==> config.mk <==
export PLATFORM = sky130hd
export DESIGN_NAME = pio_key_event_ctrl
export DESIGN_NICKNAME = d
export VERILOG_FILES = /design/src/rtl/pio_key_event_ctrl.sv
export SDC_FILE = /design/constraint.sdc
export NUM_CORES = 1
export LEC_CHECK = 0
export CAP_MARGIN = 20
export CORE_ASPECT_RATIO = 0.7
export CORE_MARGIN = 2
export CORE_UTILIZATION = 50
export DETAILED_ROUTE_END_ITERATION = 10
export GPL_ROUTABILITY_DRIVEN = 0
export GPL_TIMING_DRIVEN = 0
export HOLD_SLACK_MARGIN = 0.05
export PLACE_DENSITY = 0.78
export SYNTH_ARGS = -nofsm -noshare
export SYNTH_HDL_FRONTEND = slang
export SYNTH_SLANG_ARGS = --single-unit
==> constraint.sdc <==
create_clock -name clk -period 3.5 [get_ports clk]
set_input_delay 0.7 -clock clk [delete_from_list [all_inputs] [get_ports clk]]
set_output_delay 0.7 -clock clk [all_outputs]
set_load 0.02 [all_outputs]
==> src/rtl/pio_key_event_ctrl.sv <==
// rtl/pio_key_event_ctrl.sv - Avalon-MM master servicing a key PIO into a debounced event FIFO
module pio_key_event_ctrl #(
    parameter int NUM_KEYS = 2,
    parameter int DEBOUNCE_CYCLES = 500000,
    parameter int FIFO_DEPTH = 4,
    parameter logic [NUM_KEYS-1:0] IRQ_MASK_INIT = '1,
    localparam int KEY_W = (NUM_KEYS > 1) ? $clog2(NUM_KEYS) : 1
) (
    input  logic             clk,
    input  logic             reset_n,
    output logic [1:0]       avm_address,
    output logic             avm_chipselect,
    output logic             avm_write_n,
    output logic [31:0]      avm_writedata,
    input  logic [31:0]      avm_readdata,
    input  logic             pio_irq,
    output logic             evt_valid,
    output logic [KEY_W-1:0] evt_key,
    input  logic             evt_ready,
    output logic [7:0]       drop_count,
    output logic             busy
);
    localparam int LOCK_W = (DEBOUNCE_CYCLES > 0) ? $clog2(DEBOUNCE_CYCLES + 1) : 1;
    localparam int PTR_W = $clog2(FIFO_DEPTH);
    localparam logic [LOCK_W-1:0] LOCK_LOAD = LOCK_W'(DEBOUNCE_CYCLES);
    localparam logic [KEY_W-1:0] LAST_KEY = KEY_W'(NUM_KEYS - 1);
    localparam logic [PTR_W:0] FIFO_FULL_COUNT = (PTR_W + 1)'(FIFO_DEPTH);
    localparam logic [1:0] ADDR_IRQ_MASK = 2'd2;
    localparam logic [1:0] ADDR_EDGE_CAP = 2'd3;

    typedef enum logic [2:0] {
        INIT,
        IDLE,
        RD_ADDR,
        RD_CAP,
        CLEAR,
        EMIT
    } state_t;

    state_t              state;
    state_t              state_next;
    logic                init_armed;
    logic [KEY_W-1:0]    key_idx;
    logic [NUM_KEYS-1:0] cap_reg;
    logic [LOCK_W-1:0]   lockout [NUM_KEYS];
    logic [KEY_W-1:0]    fifo_mem [FIFO_DEPTH];
    logic [PTR_W-1:0]    wr_ptr;
    logic [PTR_W-1:0]    rd_ptr;
    logic [PTR_W:0]      fifo_count;
    logic                emit_hit;
    logic                fifo_full;
    logic                push;
    logic                pop;
    logic                drop;
    logic                unused_readdata;

    assign unused_readdata = ^avm_readdata[31:NUM_KEYS];

    // A press is considered only for a captured key whose lockout has expired.
    assign emit_hit  = (state == EMIT) && cap_reg[key_idx] && (lockout[key_idx] == '0);
    assign fifo_full = (fifo_count == FIFO_FULL_COUNT);
    assign evt_valid = (fifo_count != '0);
    assign evt_key   = fifo_mem[rd_ptr];
    assign pop       = evt_valid && evt_ready;
    assign push      = emit_hit && (!fifo_full || pop);
    assign drop      = emit_hit && fifo_full && !pop;
    assign busy      = (state != IDLE);

    always_comb begin
        state_next     = state;
        avm_address    = 2'd0;
        avm_chipselect = 1'b0;
        avm_write_n    = 1'b1;
        avm_writedata  = '0;
        case (state)
            INIT: begin
                // Bus stays quiet while reset is held; the mask write is the first clock after release.
                if (init_armed) begin
                    avm_address    = ADDR_IRQ_MASK;
                    avm_chipselect = 1'b1;
                    avm_write_n    = 1'b0;
                    avm_writedata  = 32'(IRQ_MASK_INIT);
                    state_next     = IDLE;
                end
            end
            IDLE: begin
                if (pio_irq) state_next = RD_ADDR;
            end
            RD_ADDR: begin
                avm_address    = ADDR_EDGE_CAP;
                avm_chipselect = 1'b1;
                state_next     = RD_CAP;
            end
            RD_CAP: begin
                avm_address = ADDR_EDGE_CAP;
                state_next  = CLEAR;
            end
            CLEAR: begin
                avm_address    = ADDR_EDGE_CAP;
                avm_chipselect = 1'b1;
                avm_write_n    = 1'b0;
                avm_writedata  = 32'(cap_reg);
                state_next     = EMIT;
            end
            EMIT: begin
                if (key_idx == LAST_KEY) state_next = IDLE;
            end
            default: state_next = INIT;
        endcase
    end

    always_ff @(posedge clk or negedge reset_n) begin
        if (!reset_n) begin
            state      <= INIT;
            init_armed <= 1'b0;
            key_idx    <= '0;
            cap_reg    <= '0;
        end else begin
            state      <= state_next;
            init_armed <= 1'b1;
            if (state == EMIT && key_idx != LAST_KEY) key_idx <= key_idx + 1'b1;
            else key_idx <= '0;
            if (state == RD_CAP) cap_reg <= avm_readdata[NUM_KEYS-1:0];
        end
    end

    // Both accepted and dropped presses restart the key's lockout window.
    always_ff @(posedge clk or negedge reset_n) begin
        if (!reset_n) begin
            for (int k = 0; k < NUM_KEYS; k++) lockout[k] <= '0;
        end else begin
            for (int k = 0; k < NUM_KEYS; k++) begin
                if (emit_hit && key_idx == KEY_W'(k)) lockout[k] <= LOCK_LOAD;
                else if (lockout[k] != '0) lockout[k] <= lockout[k] - 1'b1;
            end
        end
    end

    always_ff @(posedge clk or negedge reset_n) begin
        if (!reset_n) begin
            for (int i = 0; i < FIFO_DEPTH; i++) fifo_mem[i] <= '0;
            wr_ptr     <= '0;
            rd_ptr     <= '0;
            fifo_count <= '0;
            drop_count <= '0;
        end else begin
            if (push) begin
                fifo_mem[wr_ptr] <= key_idx;
                wr_ptr           <= wr_ptr + 1'b1;
            end
            if (pop) rd_ptr <= rd_ptr + 1'b1;
            if (push && !pop) fifo_count <= fifo_count + 1'b1;
            else if (pop && !push) fifo_count <= fifo_count - 1'b1;
            if (drop && drop_count != 8'hFF) drop_count <= drop_count + 1'b1;
        end
    end
endmodule

==> key figures <==
CTS
  – Hold_buf cts: 0
  – Root Driver: clkbuf_8
  – Clock buffer depth: 2
  – Worst-path clk slew: 0.07 ns
  – CTS Buf Count: 9
  – CTS tree: yes
  – CTS Sinks: 64
  – CTS H-tree lvls: 3
  – Worst-Skew Late Latency: 0.34 ns

Die
  – FP Rows: 25
  – Die Width: 105 um
  – Die area: 0.00784 mm2
  – Starting Density: 52.3%
  – Die Y-Extent: 74.7 um
  – I/O pin cnt: 83
  – Core area: 0.00682 mm2

Job
  – Number of maximum-capacitance violations: 0

Synthesis
  – Post-synth cell types: 62
  – Register bit count reported by yosys: 64
  – Cells after Synth: 351
  – Synth async-reset ratio: 100%
  – Ys Warns: 0
  – Syn_area_per_cell: 10.2 um2
  – Post-synth EDFFs: 0
  – Post-synthesis sequential area ratio: 44.9%
  – Synthesized area: 0.00357 mm2
  – Post-synth top flop: dfrtp_1

GRT
  – Largest net degree at the start of global routing: 65
  – Total track usage: 19.1%
  – Number of global-route vias before repair: 2499
  – Congestion Overflow GR: 0
  – Initial antenna violation count: 0
  – First-pass GRT wire length: 11.7 mm

STA
  – Min Tclk post-route: 3.17 ns
  – Fin. Hold Viols: 0
  – Setup Skew: 0.00566 ns
  – Period utilisation layout: 90.6%
  – Max Transition Viols Final: 0
  – Worst slew pin tran: 0.807 ns
  – RSZ-0062 raised after global routing: no
  – Max Fclk: 0.315 GHz
  – Final setup TNS: 0 ns
  – Final setup viols: 0
  – Hold WS: 0.447 ns
  – Slew margin rel.: 46.2%

Setup path
  – Slowest stage delay, CP: 0.43 ns
  – Critical Path Stages: 11
  – FF-to-FF setup slack: 0.33 ns
  – Critical Path RT: 3.77 ns
  – Most frequent CP cell: xor2_1
  – Critical Path AT: 3.44 ns
  – Setup crit end: fifo_count[2]
  – Crit-path slowest cell: dfrtp_1
  – Launch point of the worst path: lockout[31]
  – Setup CP Type: reg -> reg
  – Critical path, cell by cell: nor4_4 > nand3_1 > nor4_1 > buf_2 > o21a_1 > ha_1 > inv_1 > fa_1 > xor2_1 > nor2_1 > xor2_1
  – FF-to-FF End: fifo_count[2]
  – R2R depth: 11
  – Critical Path Source Type: flop
  – Critical Path Fanout Max: 10
  – Worst r2r src: lockout[31]
  – Worst Path Buf+Inv: 2
  – Delay-heaviest family, CP: simple AND/OR/NAND/NOR gates
  – Setup crit end kind: flop

Power and ir drop
  – Clk pwr share: 23.0%
  – NetSw: 1.23 mW
  – Combinational power share: 36.3%
  – Power Internal: 2.02 mW
  – Peak supply drop: 0.527 mV
  – PwrDens: 763 mW/mm2
  – Switch share: 37.9%
  – Flop pwr share: 40.7%
  – Leakage: 1.92 nW

Drt
  – DR vias: 2644
  – Remaining antenna violation count after routing: 0
  – Residual DRC: 0
  – DR WL/cell: 13.5 um
  – Total Wirelength: 6.90 mm
  – First-pass iteration count of the detailed router: 4
  – Initial DRC count: 185
  – Via density: 5.16

Worst hold path
  – Hold WC Path Type: in -> async

Final layout
  – Post-layout util: 62.5%
  – Ant diodes: 0
  – Fin nets: 458
  – Layout cells sized above 1: 16.7%
  – Biggest regs: lockout: 38 flops, drop_count: 8 flops, fifo_mem: 4 flops
  – Max reg flops: 38
  – FILL cells: 588
  – Largest Register: lockout
  – Layout area overhead: 19.4%

Place
  – Detailed placement HPWL: 4.95 mm
  – Number of I/O port buffers: 22

Status
  – Outcome: completed
==> through the flow <==
step	total power [mW]	setup WS [ns]	cell area (um2)	std cells
after global placement	2.43	-0.360	4020	496
after CTS	3.25	0.208	4250	512
after floorplan	2.16	0.805	3680	380
after global routing	3.48	0.0761	4260	512
final	3.25	0.329	4260	512
after detailed placement	2.49	0.244	4010	496
==> area by class of cell <==
| cell class | instances | area, um2 | share of cell area [%] |
|---|---|---|---|
| Tap cell | 94 | 118 | 2.76 |
| Inverter | 10 | 37.5 | 0.881 |
| Multi-Input combinational cell | 271 | 1790 | 42.0 |
| Clock inverter | 4 | 75.1 | 1.76 |
| Sequential cell | 64 | 1600 | 37.6 |
| Clock buffer | 12 | 165 | 3.88 |
| Timing Repair Buffer | 22 | 218 | 5.11 |
| Buffer | 35 | 256 | 6.02 |
==> how the worst min path moves through the flow <==
stage,endpoint,cells past startpoint
after floorplan,cap_reg[0],0
after global placement,fifo_count[2],1
after detailed placement,fifo_count[2],1
after CTS,lockout[19],1
after global routing,lockout[22],1
final,lockout[22],1
==> synth_stat cells (all sizes together), types with 3 or more instances <==
cell type  instances  area (um2)
a21oi              8        40.0
a211oi             3        22.5
a21o               4        31.3
or2                3        21.3
nand4              7        43.8
nor3              12        65.1
xnor2             23         201
nor4               7        86.3
ha                 8         100
buf               33         249
o31ai              3        22.5
nand3             14        70.1
o21ai             14        70.1
nand2b             3        18.8
xor2               4        35.0
inv               10        37.5
nor2              30         113
mux2i              6        60.1
nor3b              3        22.5
a21boi             3        22.5
and3               5        31.3
nand2             32         120
dfrtp             64        1600
mux2               9         101
or3                5        36.3
or4                5        41.3
==> power by group through the flow <==
stage               clock [mW]  sequential, mW  combinational, mW
global route             0.794            1.37               1.31
detailed placement           0            1.33               1.16
finish                   0.747            1.32               1.18
CTS                      0.760            1.32               1.18
floorplan                    0            1.26              0.906
global placement             0            1.31               1.12
==> cells by family after synthesis <==
group                      share of synthesized area [%]
muxes                                               5.15
xor gates and xnor gates                            6.63
adders and majority gates                           3.37
DFF                                                 44.9
and+or+nand+nor                                     21.7
AOI/OAI and AO/OA                                   9.82
other                                              0.210
buffers and inverters                               8.24
==> placed cells by master (no fill, tap or decap), drive strengths merged, types with 7 or more instances in the layout <==
cell	synthesis	layout
nor4	7	7
xnor2	23	23
mux2	9	9
clkdlybuf4s50	0	21
nor2	30	30
a21oi	8	8
ha	8	8
buf	33	34
nor3	12	12
clkbuf	2	14
conb	2	31
nand4	7	7
inv	10	10
nand2	32	32
dfrtp	64	64
o21ai	14	14
nand3	14	14
==> layer usage <==
metal / vias to the layer above / GRT usage [%] / wire [um]
li1: 1312 / - / -
met1: 1264 / 26.4 / 3430
met2: 61 / 29.4 / 3000
met4: 0 / 5.04 / 75
met5: - / 0 / 0
met3: 7 / 6.67 / 392
==> timing repair <==
item	CTS	global route
buffers inserted	0	0
gates resized for setup	0	1
endpoints found under the setup margin	0	1
(Power assumes the default switching activity.)
